--- config.mk ---
export PLATFORM = sky130hd
export DESIGN_NAME = mar_mdr_mem_if
export DESIGN_NICKNAME = d
export VERILOG_FILES = /design/src/rtl/lc3_mem_pkg.sv /design/src/rtl/mem_timeout_ctr.sv /design/src/rtl/mar_mdr_mem_if.sv
export SDC_FILE = /design/constraint.sdc
export NUM_CORES = 1
export LEC_CHECK = 0
export CAP_MARGIN = 40
export CELL_PAD_IN_SITES_DETAIL_PLACEMENT = 0
export CELL_PAD_IN_SITES_GLOBAL_PLACEMENT = 1
export CORE_ASPECT_RATIO = 1.25
export CORE_MARGIN = 8
export CORE_UTILIZATION = 32
export DETAILED_ROUTE_END_ITERATION = 7
export GPL_TIMING_DRIVEN = 0
export HOLD_SLACK_MARGIN = 0.05
export PLACE_DENSITY_LB_ADDON = 0.25
export SLEW_MARGIN = 20
export SYNTH_ARGS = -nofsm -noshare
export SYNTH_HDL_FRONTEND = slang
export SYNTH_SLANG_ARGS = --single-unit
--- constraint.sdc ---
create_clock -name Clk -period 3.3 [get_ports Clk]
set_clock_uncertainty 0.15 [all_clocks]
set_input_delay 0.66 -clock Clk [delete_from_list [all_inputs] [get_ports Clk]]
set_output_delay 0.66 -clock Clk [all_outputs]
set_load 0.005 [all_outputs]
--- src/rtl/lc3_mem_pkg.sv ---
// Shared constants and types for the LC-3 MAR/MDR memory interface.
package lc3_mem_pkg;

   localparam int unsigned WORD_W             = 16;
   localparam int unsigned TIMEOUT_CYCLES_DEF = 255;

   typedef enum logic [1:0] {
      IDLE    = 2'd0,
      RD_WAIT = 2'd1,
      WR_WAIT = 2'd2,
      DONE    = 2'd3
   } mem_state_t;

endpackage

--- src/rtl/mem_timeout_ctr.sv ---
// Wait-cycle counter for a memory transaction; last_c flags the final cycle
// that may still complete normally before the transaction is abandoned.
module mem_timeout_ctr #(
   parameter int unsigned TIMEOUT_CYCLES = 255
) (
   input  logic clk,
   input  logic rst,
   input  logic clr,
   input  logic en,
   output logic last_c
);

   localparam int unsigned CNT_W = $clog2(TIMEOUT_CYCLES + 1);

   logic [CNT_W-1:0] cnt;

   always_ff @(posedge clk or posedge rst) begin
      if (rst) begin
         cnt <= '0;
      end else if (clr) begin
         cnt <= '0;
      end else if (en) begin
         cnt <= cnt + CNT_W'(1);
      end
   end

   // This stall is the one that brings the count up to TIMEOUT_CYCLES.
   assign last_c = en && (cnt == CNT_W'(TIMEOUT_CYCLES - 1));

endmodule

--- src/rtl/mar_mdr_mem_if.sv ---
// LC-3 MAR/MDR capture and single-word memory read/write sequencer.
// Define MEM_TIMEOUT_EN to abandon transactions after TIMEOUT_CYCLES stalls.
module mar_mdr_mem_if #(
   parameter int unsigned WORD_W         = lc3_mem_pkg::WORD_W,
   parameter int unsigned TIMEOUT_CYCLES = lc3_mem_pkg::TIMEOUT_CYCLES_DEF
) (
   input  logic              Clk,
   input  logic              Reset,
   input  logic [WORD_W-1:0] Bus_in,
   input  logic              LD_MAR,
   input  logic              LD_MDR,
   input  logic              MIO_EN,
   input  logic              Rd_req,
   input  logic              Wr_req,
   input  logic [WORD_W-1:0] Mem_rdata,
   input  logic              Mem_ready,
   output logic [WORD_W-1:0] MAR,
   output logic [WORD_W-1:0] MDR,
   output logic [WORD_W-1:0] Mem_addr,
   output logic [WORD_W-1:0] Mem_wdata,
   output logic              Mem_ce,
   output logic              Mem_we,
   output logic              Busy,
   output logic              Done,
   output logic              Err
);

   import lc3_mem_pkg::*;

   if (TIMEOUT_CYCLES == 0) begin : g_bad_timeout
      $error("mar_mdr_mem_if: TIMEOUT_CYCLES must be nonzero");
   end

   mem_state_t        state;
   logic [WORD_W-1:0] mar_q;
   logic [WORD_W-1:0] mdr_q;
   logic              ce_q;
   logic              we_q;
   logic              busy_q;
   logic              done_q;
   logic              err_q;
   logic              in_wait_c;
   logic              tmo_last_c;

   assign in_wait_c = (state == RD_WAIT) || (state == WR_WAIT);

`ifdef MEM_TIMEOUT_EN
   mem_timeout_ctr #(
      .TIMEOUT_CYCLES (TIMEOUT_CYCLES)
   ) u_tmo (
      .clk    (Clk),
      .rst    (Reset),
      .clr    (!in_wait_c),
      .en     (in_wait_c && !Mem_ready),
      .last_c (tmo_last_c)
   );
`else
   assign tmo_last_c = 1'b0;
`endif

   // Register loads happen only in IDLE; the handshake outputs are set on the
   // edge that enters each state so every output is a flop.
   always_ff @(posedge Clk or posedge Reset) begin
      if (Reset) begin
         state  <= IDLE;
         mar_q  <= '0;
         mdr_q  <= '0;
         ce_q   <= 1'b0;
         we_q   <= 1'b0;
         busy_q <= 1'b0;
         done_q <= 1'b0;
         err_q  <= 1'b0;
      end else begin
         done_q <= 1'b0;
         err_q  <= 1'b0;
         case (state)
            IDLE: begin
               if (LD_MAR) begin
                  mar_q <= Bus_in;
               end
               if (LD_MDR && !MIO_EN) begin
                  mdr_q <= Bus_in;
               end
               if (Rd_req) begin
                  state  <= RD_WAIT;
                  ce_q   <= 1'b1;
                  we_q   <= 1'b0;
                  busy_q <= 1'b1;
               end else if (Wr_req) begin
                  state  <= WR_WAIT;
                  ce_q   <= 1'b1;
                  we_q   <= 1'b1;
                  busy_q <= 1'b1;
               end
            end
            RD_WAIT: begin
               if (Mem_ready || tmo_last_c) begin
                  state  <= DONE;
                  ce_q   <= 1'b0;
                  we_q   <= 1'b0;
                  busy_q <= 1'b0;
                  done_q <= 1'b1;
                  err_q  <= !Mem_ready;
                  if (Mem_ready) begin
                     mdr_q <= Mem_rdata;
                  end
               end
            end
            WR_WAIT: begin
               if (Mem_ready || tmo_last_c) begin
                  state  <= DONE;
                  ce_q   <= 1'b0;
                  we_q   <= 1'b0;
                  busy_q <= 1'b0;
                  done_q <= 1'b1;
                  err_q  <= !Mem_ready;
               end
            end
            DONE: begin
               state <= IDLE;
            end
            default: begin
               state  <= IDLE;
               ce_q   <= 1'b0;
               we_q   <= 1'b0;
               busy_q <= 1'b0;
            end
         endcase
      end
   end

   assign MAR       = mar_q;
   assign MDR       = mdr_q;
   assign Mem_addr  = mar_q;
   assign Mem_wdata = mdr_q;
   assign Mem_ce    = ce_q;
   assign Mem_we    = we_q;
   assign Busy      = busy_q;
   assign Done      = done_q;
   assign Err       = err_q;

endmodule

==> qor.txt <==
TNS Setup - 0 ps
num ports - 109
power density over cell area - 989.6 nW/um^2
Worst Hold Launch - Mem_we$_DFFE_PP0P_
Antenna diodes - 0
CP max-delay cell - clkdlybuf4s50_1
dominant synthesized flop cell - dfrtp_1
clock-pin transition on the worst setup and hold timing paths - 70 ps
RR Startpoint - state[1]$_DFFE_PP0P_
worst skew pair latency - 280 ps
area leader, netlist - dfrtp_1
vias per cell - 4.254
R2R depth - 6
Total Wirelength - 5263 um
Die X - 86.92 um
area grow syn2layout - 64.55%
core footprint - 6126 um^2
reg-to-reg setup timing slack - 1240 ps
Vias - 1493
Synthesized Nets - 193
min cycle time layout - 2118 ps
most frequent cells after synthesis - 38 x mux2_2, 37 x dfrtp_1, 34 x buf_4, 10 x mux2_4
Startpoint Class - input port
row cnt - 32
final std cells w/o fill - 351
global-route wire length before repair - 8024 um
routability congestion estimate - 0.6997
dpl hpwl - 4349 um
# setup viols final - 0
Peak Freq - 472.2 MHz
post-synthesis sequential area ratio - 46.02%
Final Worst Setup Slack - 1182 ps
#FFs+latches synth - 37
period utilization - 64.17%
pin count of the biggest net entering global routing - 25
Worst EP arrival - 2140 ps
ratio of cells with drive above 1 in the final layout - 37.22%
CP delay by family, top - buffers and inverters
synthesized cell area - 2012 um^2
status - finished clean
Gate Count Post-Synth - 150
final hold vios - 0
top post-synthesis cells by area - dfrtp_1 46%, mux2_2 21%, buf_4 13%, mux2_4 7.5%, mux2i_1 2.5%
placed cell count - 343
CTS buffer count - 5
Leakage Power - 0.001439 uW
Syn Area/Cell - 13.41 um^2
setup bufs post-CTS - 0
Post-synth EDFFs - 0
Bufs and invs on worst path - 2
unique cell type count in the Yosys netlist - 22
WP data required - 3320 ps
cts hold-fix bufs - 0
most instantiated library cell after synthesis - mux2_2
Yosys top cell area share - 46.02%
Worst Hold Class - reg2reg
ANT nets after route - 0
CTS tree - built
final-stage net count - 308
die area - 9096 um^2
Initial Util - 32.84%
crit-path max FO - 10
MaxCap Viol Count - 0
Setup Crit Path Kind - in2reg
H-tree levels - 2
Endpoint, Worst Hold - Mem_we$_DFFE_PP0P_
Overall Power - 3276 uW
CP max stage delay - 550 ps
Num Clock Sinks - 37
crit path capture type - flop
WL/cell - 14.99 um
GRT Total Usage - 11.34%
Resize count post-CTS - 0
drt drc - 0
vias in the first global route - 1488
Ys Warns - 0
Slew Viols, Final - 0
area taken by multi-input logic gates - 770.7 um^2
filler cell count - 561
Register Area - 925.9 um^2
hold depth - 1
Port Buffer Count - 107
Initial DRT Pass Iterations - 3
worst-case clock buffer depth - 2
Post-synth ARST share - 100.0%
crit path cell chain - clkdlybuf4s50_1 -> mux2i_2 -> a21oi_4 -> buf_12 -> mux2_4
unrepaired setup endpoints after global routing - no
GRT overflow - 0
worst vdd ir - 446.3 uV
reg2reg end - MDR[3]$_DFFE_PP0P_
Initial DRC Count - 12
Die H - 104.7 um
DP Worst Slack - 876.1 ps
CTS root buf - clkbuf_8
initial antenna violation count - 0
final hold slack - 370.1 ps
worst max-delay path by stage:
| stage | start | to | slack (ps) | cells past startpoint |
|---|---|---|---|---|
| after detailed placement | Mem_ready | MDR[11]$_DFFE_PP0P_ | 880 | 5 |
| after global placement | Reset | Busy$_DFFE_PP0P_ | 690 | 2 |
| after CTS | Mem_ready | MDR[14]$_DFFE_PP0P_ | 1180 | 5 |
| final | Mem_ready | MDR[3]$_DFFE_PP0P_ | 1180 | 5 |
| after global routing | state[0]$_DFFE_PP0P_ | MDR[11]$_DFFE_PP0P_ | 1140 | 6 |
| after floorplan | state[0]$_DFFE_PP0P_ | MDR[0]$_DFFE_PP0P_ | 1470 | 6 |
registers in the layout, summed over array words and instances (netlist names):
name	cells
Busy	1
Done	1
MAR	16
MDR	16
Mem_we	1
state	2
metal layers:
| layer | GRT usage [%] | up-vias | routed length [um] |
|---|---|---|---|
| li1 | - | 707 | - |
| met1 | 11.65 | 729 | 1986 |
| met2 | 21.17 | 52 | 2903 |
| met3 | 3.135 | 5 | 318 |
| met4 | 3.704 | 0 | 55 |
| met5 | 0 | - | 0 |
placed cells by master (no fill, tap or decap), drive strengths merged:
master / count
nand2: 2
conb: 1
mux2: 48
clkdlybuf4s50: 107
and2: 1
inv: 5
mux2i: 6
dfrtp: 37
nand2b: 1
clkbuf: 7
clkinv: 1
a21oi: 1
o311ai: 1
o21ai: 3
ha: 3
o22a: 1
buf: 39
o2bb2ai: 1
or2b: 1
report_power, final:
| part | internal (uW) | switching [uW] | leakage (uW) | total, uW |
|---|---|---|---|---|
| Combinational | 1470 | 607 | 0.000945 | 2070 |
| Sequential | 691 | 170 | 0.000439 | 860 |
| Clock | 189 | 154 | 0.0000542 | 343 |
logic make-up after synthesis:
kind of cell    count (synthesis)  share of synthesized area [%]
compound gates                  7                          2.861
fa+ha+maj                       3                          1.866
buf+inv                        43                          15.67
flops                          37                          46.02
mux                            54                          31.90
other cells                     1                         0.1864
simple gates                    5                          1.493
through the flow:
| stage | util (%) | area [um^2] |
|---|---|---|
| floorplan | - | 2012 |
| global placement | 52.06 | 3189 |
| detailed placement | 52.39 | 3209 |
| CTS | 54.04 | 3311 |
| global route | 54.04 | 3311 |
| finish | 54.04 | 3311 |
worst register-to-register path, stage by stage (launching register included):
cell	delay [ps]
dfrtp_1	360
inv_1	110
ha_1	360
mux2i_2	140
a21oi_4	310
buf_12	200
mux2_4	310
area by class of cell:
cell class	instances	share of cell area, %
clock inverter	1	0.1512
timing repair buffer	108	32.96
buffer	38	8.957
inverter	5	0.5669
tap	85	3.212
multi-input combinational	70	23.28
sequential	37	27.97
clock buffer	7	2.910
Power figures use the tool's default switching activity.
